## src/rtl/instr_fetch_pkg.sv

```systemverilog
// Shared fetch-stage definitions: default widths, reset PC, NOP encoding and
// the output-register source select.
package instr_fetch_pkg;

   localparam int unsigned AddrW = 16;
   localparam int unsigned DataW = 16;
   localparam logic [15:0] ResetPc = 16'h0000;
   localparam logic [15:0] InstrNop = 16'h0000;

   typedef enum logic [1:0] {
      OutHold,
      OutSkid,
      OutRsp,
      OutEmpty
   } out_sel_e;

endpackage

```

## src/rtl/instr_fetch_skid_buf.sv

```systemverilog
// One-entry {pc,data} skid buffer. Flush beats capture, and capture beats
// release. v_next_o exposes the next occupancy so fetch can throttle issue.
module instr_fetch_skid_buf
   import instr_fetch_pkg::*;
#(
   parameter int unsigned ADDR_W = AddrW,
   parameter int unsigned DATA_W = DataW
) (
   input  logic              clk_i,
   input  logic              rst_i,
   input  logic              capture_i,
   input  logic              release_i,
   input  logic              flush_i,
   input  logic [ADDR_W-1:0] pc_i,
   input  logic [DATA_W-1:0] data_i,
   output logic              v_o,
   output logic              v_next_o,
   output logic [ADDR_W-1:0] pc_o,
   output logic [DATA_W-1:0] data_o
);

   logic              v_q, v_d;
   logic [ADDR_W-1:0] pc_q;
   logic [DATA_W-1:0] data_q;

   always_comb begin
      v_d = v_q;
      if (flush_i) begin
         v_d = 1'b0;
      end else if (capture_i) begin
         v_d = 1'b1;
      end else if (release_i) begin
         v_d = 1'b0;
      end
   end

   always_ff @(posedge clk_i or posedge rst_i) begin
      if (rst_i) begin
         v_q    <= 1'b0;
         pc_q   <= '0;
         data_q <= '0;
      end else begin
         v_q <= v_d;
         if (capture_i && !flush_i) begin
            pc_q   <= pc_i;
            data_q <= data_i;
         end
      end
   end

   assign v_o      = v_q;
   assign v_next_o = v_d;
   assign pc_o     = pc_q;
   assign data_o   = data_q;

endmodule

```

## src/rtl/instr_fetch.sv

```systemverilog
// Instruction fetch: sequences the ROM address, tracks the 1-cycle ROM read,
// and feeds decode through a registered valid/ready output with a skid entry.
module instr_fetch
   import instr_fetch_pkg::*;
#(
   parameter int unsigned     ADDR_W   = AddrW,
   parameter int unsigned     DATA_W   = DataW,
   parameter logic [ADDR_W-1:0] RESET_PC = ResetPc
) (
   input  logic              clk,
   input  logic              reset,
   input  logic              fetch_en,
   input  logic              redirect_valid,
   input  logic [ADDR_W-1:0] redirect_pc,
   output logic [ADDR_W-1:0] rom_addr,
   input  logic [DATA_W-1:0] rom_q,
   output logic [DATA_W-1:0] instr,
   output logic [ADDR_W-1:0] instr_pc,
   output logic              instr_valid,
   input  logic              instr_ready
);

   logic [ADDR_W-1:0] rom_addr_q, rom_addr_d;
   logic              rsp_v_q, rsp_v_d;
   logic [ADDR_W-1:0] rsp_pc_q, rsp_pc_d;
   logic [DATA_W-1:0] instr_q, instr_d;
   logic [ADDR_W-1:0] instr_pc_q, instr_pc_d;
   logic              instr_valid_q, instr_valid_d;

   logic              out_free, issue;
   logic              skid_v, skid_v_next, skid_capture, skid_release;
   logic [ADDR_W-1:0] skid_pc;
   logic [DATA_W-1:0] skid_data;
   out_sel_e          out_sel;

   assign out_free     = !instr_valid_q || instr_ready;
   // A response that cannot land in the output register parks in the skid.
   assign skid_capture = !out_free && rsp_v_q && !skid_v;
   assign skid_release = out_free && skid_v;
   // Never issue a read whose response would have nowhere to go.
   assign issue        = fetch_en && !skid_v_next;

   instr_fetch_skid_buf #(
      .ADDR_W (ADDR_W),
      .DATA_W (DATA_W)
   ) u_skid (
      .clk_i     (clk),
      .rst_i     (reset),
      .capture_i (skid_capture),
      .release_i (skid_release),
      .flush_i   (redirect_valid),
      .pc_i      (rsp_pc_q),
      .data_i    (rom_q),
      .v_o       (skid_v),
      .v_next_o  (skid_v_next),
      .pc_o      (skid_pc),
      .data_o    (skid_data)
   );

   always_comb begin
      rom_addr_d = rom_addr_q;
      rsp_v_d    = 1'b0;
      rsp_pc_d   = rsp_pc_q;
      if (redirect_valid) begin
         rom_addr_d = redirect_pc;
      end else if (issue) begin
         rsp_v_d    = 1'b1;
         rsp_pc_d   = rom_addr_q;
         rom_addr_d = rom_addr_q + ADDR_W'(1);
      end
   end

   always_comb begin
      out_sel = OutHold;
      if (redirect_valid) begin
         out_sel = OutEmpty;
      end else if (out_free && skid_v) begin
         out_sel = OutSkid;
      end else if (out_free && rsp_v_q) begin
         out_sel = OutRsp;
      end else if (out_free) begin
         out_sel = OutEmpty;
      end
   end

   always_comb begin
      instr_d       = instr_q;
      instr_pc_d    = instr_pc_q;
      instr_valid_d = instr_valid_q;
      unique case (out_sel)
         OutSkid: begin
            instr_d       = skid_data;
            instr_pc_d    = skid_pc;
            instr_valid_d = 1'b1;
         end
         OutRsp: begin
            instr_d       = rom_q;
            instr_pc_d    = rsp_pc_q;
            instr_valid_d = 1'b1;
         end
         OutEmpty: instr_valid_d = 1'b0;
         OutHold:  ;
         default:  ;
      endcase
   end

   always_ff @(posedge clk or posedge reset) begin
      if (reset) begin
         rom_addr_q    <= RESET_PC;
         rsp_v_q       <= 1'b0;
         rsp_pc_q      <= '0;
         instr_q       <= '0;
         instr_pc_q    <= '0;
         instr_valid_q <= 1'b0;
      end else begin
         rom_addr_q    <= rom_addr_d;
         rsp_v_q       <= rsp_v_d;
         rsp_pc_q      <= rsp_pc_d;
         instr_q       <= instr_d;
         instr_pc_q    <= instr_pc_d;
         instr_valid_q <= instr_valid_d;
      end
   end

   assign rom_addr    = rom_addr_q;
   assign instr       = instr_q;
   assign instr_pc    = instr_pc_q;
   assign instr_valid = instr_valid_q;

endmodule

```

## config.mk

```make
export PLATFORM = sky130hd
export DESIGN_NAME = instr_fetch
export DESIGN_NICKNAME = d
export VERILOG_FILES = /design/src/rtl/instr_fetch_pkg.sv /design/src/rtl/instr_fetch_skid_buf.sv /design/src/rtl/instr_fetch.sv
export SDC_FILE = /design/constraint.sdc
export NUM_CORES = 1
export LEC_CHECK = 0
export CAP_MARGIN = 10
export CORE_ASPECT_RATIO = 1.75
export CORE_MARGIN = 5
export CORE_UTILIZATION = 52
export DETAILED_ROUTE_END_ITERATION = 16
export PLACE_DENSITY = 0.87
export SKIP_CTS_REPAIR_TIMING = 1
export SLEW_MARGIN = 20
export SYNTH_ARGS = -nofsm -noshare
export SYNTH_HDL_FRONTEND = slang
export SYNTH_SLANG_ARGS = --single-unit
```

## constraint.sdc

```tcl
create_clock -name clk -period 4.25 [get_ports clk]
set_clock_uncertainty 0.15 [all_clocks]
set_input_delay 0.85 -clock clk [delete_from_list [all_inputs] [get_ports clk]]
set_output_delay 0.85 -clock clk [all_outputs]
set_load 0.01 [all_outputs]
```

==> results of run 1 <==
-- per-layer routing --
metal | GRT usage | vias up | part of all wire
li1 | - | 1482 | -
met1 | 0.222 | 1553 | 0.40
met2 | 0.314 | 85 | 0.54
met3 | 0.0381 | 16 | 0.046
met4 | 0.0855 | 0 | 0.021
met5 | 0 | - | 0
-- cell type report --
class,count,area [um^2],share of cell area
Sequential cell,99,2480,0.428
Multi-Input combinational cell,243,1870,0.324
Timing Repair Buffer,91,921,0.159
Clock buffer,9,225,0.0390
Tap cell,117,146,0.0253
Clock inverter,7,98.8,0.0171
Inverter,10,40.0,0.00692
-- logic make-up after synthesis --
| kind of cell | Yosys count |
|---|---|
| flops | 99 |
| mux | 83 |
| simple gates | 82 |
| compound gates | 64 |
| buf+inv | 32 |
| xor+xnor | 10 |
| fa+ha+maj | 4 |
-- worst register-to-register path, delay by kind of cell, from the launching register on --
family / cells / cell delay (ps)
fa+ha+maj: 1 / 660
buf+inv: 1 / 260
flops: 1 / 470
simple gates: 4 / 870
compound gates: 1 / 130
-- final timing paths --
kind / startpoint / endpoint / slack, ps / cells past startpoint
max: instr_ready / instr[1] / 1120 / 8
min: u_skid.pc_o[8] / u_skid.pc_o[8] / 350 / 1
max reg2reg: instr_valid / instr[1] / 1650 / 7
min reg2reg: u_skid.pc_o[8] / u_skid.pc_o[8] / 350 / 1
max in group asynchronous: reset / rom_addr[12] / 2380 / 3
min in group asynchronous: reset / u_skid.data_o[6] / 800 / 2
-- sequential cells by signal, indices dropped and copies added, names as in the netlist --
signal	count
rsp_pc_q	16
u_skid.v_o	1
instr_pc	16
rom_addr	16
rsp_v_q	1
u_skid.data_o	16
instr	16
u_skid.pc_o	16
instr_valid	1
-- power by group through the flow --
| stage | clock (mW) | sequential, mW | combinational, mW |
|---|---|---|---|
| final | 0.866 | 1.33 | 0.727 |
| after global routing | 0.921 | 1.36 | 0.796 |
| after CTS | 0.885 | 1.32 | 0.739 |
| after detailed placement | 0 | 1.34 | 0.733 |
| after global placement | 0 | 1.33 | 0.703 |
| after floorplan | 0 | 1.35 | 0.333 |
-- synth_stat cells, types with 2 or more instances --
cell	instances	area share
buf_2	8	0.0089
mux2i_1	35	0.078
buf_1	2	0.0017
and3_2	2	0.0033
o31a_1	2	0.0039
nor3b_1	2	0.0033
nor2_1	37	0.031
nand2b_1	3	0.0042
a211oi_1	3	0.0050
xnor2_1	9	0.018
o21ai_0	9	0.010
clkbuf_1	10	0.0084
buf_6	2	0.0050
ha_1	4	0.011
inv_1	10	0.0084
o21ai_1	3	0.0033
a211o_1	2	0.0039
nand4_1	4	0.0056
dfrtp_1	99	0.55
a221o_1	2	0.0045
a2111oi_2	4	0.013
or2_1	2	0.0028
mux2_2	47	0.12
a21oi_1	33	0.037
nand3_1	4	0.0045
nand2_1	16	0.013
nor2b_1	3	0.0042
==> flow_summary.yaml, run 1 <==
power_and_ir_drop:
  switching_share: 0.276
  clock_power_share: 0.297
  ir_drop_uv: 249
  power_mw: 2.92
  switchingPower_uw: 807
  power.density_nw_per_um2: 505
  pwr-share-comb: 0.249
  seqPwrFrac: 0.454
  p_int_mw: 2.11
  p_leak_nw: 2.43
logic_synthesis:
  yosysWarnings: 0
  synth_top_family_by_area: "multiplexers"
  yosys.area_share.simple: 0.0903
  synth_cell_types: 44
  ys_dominant_reg_cell: "dfrtp_1"
  avgSynthCellArea_um2: 12.0
  yosys.area_share.adder: 0.0111
  async_flop_share: 1.00
  synth_compound_area_frac: 0.0967
  ys_seq_elements: 99
  syn_nets: 415
  syn_area_um2: 4490
  netlist_instances: 374
  synth_mux_area_frac: 0.198
  synth_edf_count: 0
  synth-xor-area-share: 0.0195
  yosysSeqAreaShare: 0.552
place:
  io_buffer_count: 85
  dp_cells: 560
  postPlaceCellArea_um2: 5460
  place_congestion: 0.838
  hpwl_um: 6790
  pre_cts_slack_ps: 788
worst_setup_path:
  path_common_cell: "nor2_1"
  max_stage_delay_ps: 660
  critPathLaunchType: "input port"
  crit_path_top_delay_cell: "ha_2"
  cp.arrival_ps: 3240
  cp_top_family: "simple AND/OR/NAND/NOR gates"
  path_class: "in -> reg"
  crit_chain: "clkdlybuf4s50_1, nor2b_2, nor2_1, or2_2, ha_2, buf_12, nor2_1, a21oi_1"
  worstPathRequired_ps: 4360
  cp-end-kind: "register"
  crit_buf_inv: 2
  crit_fanout: 37
floorplanning:
  fp.dieW_um: 80.2
  ios: 86
  start_util: 0.525
  die-area_um2: 10700
  fp.dieH_um: 133
  core-area_um2: 8560
  rows: 45
hold_path:
  hp-class: "reg -> reg"
global_route:
  grt-ovfl-total: 0
  grt_use_total: 0.185
  grt_pass1_vias: 3217
  grt_pass1_wl_um: 15400
  antenna_found_initial: 0
  grt_max_degree: 49
cts:
  root_buffer: "clkbuf_16"
  cts_sinks: 99
  clkSlewWorstSetupHoldPaths_ps: 70
  cts_buffers: 9
  tritoncts: "built"
  clock_path_buffers: 2
  htree_levels: 3
  clock_latency_ps: 340
timing:
  maxSlewHeadroom: 0.510
  fin_crit_sh: 0.736
  min_period_ps: 3130
  maxSlewViolCount: 0
  rsz0062_at_grt: "no"
  fmax_ghz: 0.320
  hold_viol: 0
  fin_ws_ps: 1120
  worstMarginPinSlew_ps: 735
  setup_violations: 0
  tns_ps: 0
  finalHoldWorstSlack_ps: 354
final_layout:
  finalNonFillerCells: 576
  final_core_util: 0.676
  finish.instance_area_um2: 5780
  layout-drive-gt1-share: 0.185
  n_fill_cell: 662
  layout_common_cells: "99 x dfrtp_1, 85 x clkdlybuf4s50_1, 47 x mux2_2, 37 x nor2_1, 35 x mux2i_1"
  antennaDiodeCount: 0
  area_delta_synth_final_pct: 28.8
  nets: 495
  layout.cells.most_common: "dfrtp_1"
drt:
  wl_per_cell_um: 16.2
  drtIter0Drc: 182
  ant_nets: 0
  drc: 0
  via_count: 3136
  first_pass_iters: 6
  viasPerCell: 5.44
  routed_wirelength_um: 9320
job:
  cap_violations: 0
run_status:
  status: "complete, no violations"
(Power assumes the default switching activity.)
==> run 2, diff against run 1 <==
CORE_UTILIZATION = 47   (was 52)
PLACE_DENSITY = 0.83   (was 0.87)
clock period = 2.5 ns   (was 4.25 ns; I/O delays follow)
==> run 2 against run 1 <==
Compared with the run above: register-to-register slack worse by 1300 ps; combinational power is 75% higher; critical endpoint is now instr[10]; sequential cell count stayed put; clock power is 51% higher; die area is 9.6% higher.
==> flow_summary.yaml, run 2 (synthesis results as in run 1) <==
run_status:
  status: "complete, no violations"
global_route:
  grt_pass1_wl_um: 16700
  grt_use_total: 0.176
  antenna_found_initial: 0
  grt_pass1_vias: 3447
  grt-ovfl-total: 0
  grt_max_degree: 69
timing:
  fmax_ghz: 0.440
  fin_crit_sh: 0.909
  fin_ws_ps: 228
  min_period_ps: 2270
  rsz0062_at_grt: "no"
  worstMarginPinSlew_ps: 534
  hold_viol: 0
  setup_violations: 0
  maxSlewHeadroom: 0.642
  finalHoldWorstSlack_ps: 343
  maxSlewViolCount: 0
final_layout:
  layout.cells.most_common: "dfrtp_1"
  regArea_um2: 2480
  layout-drive-gt1-share: 0.218
  layout_common_cells: "99 x dfrtp_1, 85 x clkdlybuf4s50_1, 47 x mux2_2, 37 x nor2_1, 35 x mux2i_1"
  area_delta_synth_final_pct: 31.9
  n_fill_cell: 772
  antennaDiodeCount: 0
  nets: 514
  multi_input_area_um2: 1870
floorplanning:
  ios: 86
  rows: 47
  core-area_um2: 9410
  start_util: 0.477
  fp.dieH_um: 139
  fp.dieW_um: 83.9
  die-area_um2: 11700
worst_setup_path:
  worstPathRequired_ps: 2600
  critPathLaunchType: "input port"
  path_class: "in -> reg"
  cp-end-kind: "register"
  cp.arrival_ps: 2370
  crit_fanout: 32
  crit_chain: "clkdlybuf4s50_1, nor2b_2, nor2_1, or2_2, ha_2, buf_12, nor2_1, a21oi_1"
  max_stage_delay_ps: 520
  crit_path_top_delay_cell: "clkdlybuf4s50_1"
  path_common_cell: "nor2_1"
place:
  io_buffer_count: 85
  hpwl_um: 7320
  place_congestion: 0.787
  pre_cts_slack_ps: -109
cts:
  clkSlewWorstSetupHoldPaths_ps: 70
  tritoncts: "built"
  cts_sinks: 99
  clock_path_buffers: 2
  clock_latency_ps: 340
  cts_buffers: 9
  htree_levels: 3
  root_buffer: "clkbuf_16"
drt:
  drtIter0Drc: 130
  drc: 0
  first_pass_iters: 4
  routed_wirelength_um: 9640
  viasPerCell: 5.26
  ant_nets: 0
  wl_per_cell_um: 16.1
  via_count: 3156
job:
  cap_violations: 0
power_and_ir_drop:
  power.density_nw_per_um2: 815
  power_mw: 4.83
  ir_drop_uv: 405
  p_leak_nw: 2.52
hold_path:
  hp-class: "reg -> reg"
run 2: cell count changes in the layout (fill, tap and decap cells not counted), sizes merged:
cell    change
bufinv      -2
buf        +19
inv         -3
clkbuf      +3
clkinv      +2
run 2: final cells by class:
type / count / area share
flip-flops and latches: 99 / 0.418
clock buffers: 12 / 0.0450
well taps: 122 / 0.0258
clock inverters: 4 / 0.00401
repair buffers: 110 / 0.184
inverters: 10 / 0.00697
multi-input cells: 243 / 0.316
run 2: power breakdown:
part / total (mW) / leakage, nW / switching [mW] / internal, mW
sequential: 2.25 / 1.22 / 0.260 / 1.99
clock: 1.31 / 0.148 / 0.559 / 0.752
combinational: 1.27 / 1.16 / 0.527 / 0.741
run 2: through the flow:
step                      setup TNS [ps]  instances  instance area [um^2]   util
after global placement             -12.2        584                  5630  0.599
after floorplan                        0        374                  4490      -
after detailed placement           -1440        584                  5630  0.599
final                                  0        600                  5920  0.630
after CTS                              0        600                  5920  0.630
after global routing                   0        600                  5920  0.630
run 2: path summary, 6_finish.rpt:
check	startpoint	endpoint	slack, ps	cells past startpoint
max	instr_ready	instr[10]	230	8
min	u_skid.pc_o[9]	u_skid.pc_o[9]	340	1
max reg2reg	u_skid.v_o	rom_addr[14]	330	4
min reg2reg	u_skid.pc_o[9]	u_skid.pc_o[9]	340	1
max in group asynchronous	reset	instr_valid	1410	3
min in group asynchronous	reset	u_skid.data_o[13]	460	3
run 2: per-layer routing:
metal,vias to the layer above,part of all wire,global-route usage
met3,17,0.039,0.0349
met5,-,0,0
met2,84,0.55,0.324
met1,1542,0.38,0.194
li1,1513,-,-
met4,0,0.027,0.0746
run 2: worst max-delay path: cells and delay by family:
kind / cells / cell delay, ps
buf+inv: 2 / 710
fa+ha+maj: 1 / 390
simple gates: 4 / 590
compound gates: 1 / 160
==> run 3, diff against run 2 <==
CTS_CLUSTER_DIAMETER = 80   (was unset)
==> results of run 3 <==
Final layout, timing and power as in run 2 (identical DEF).
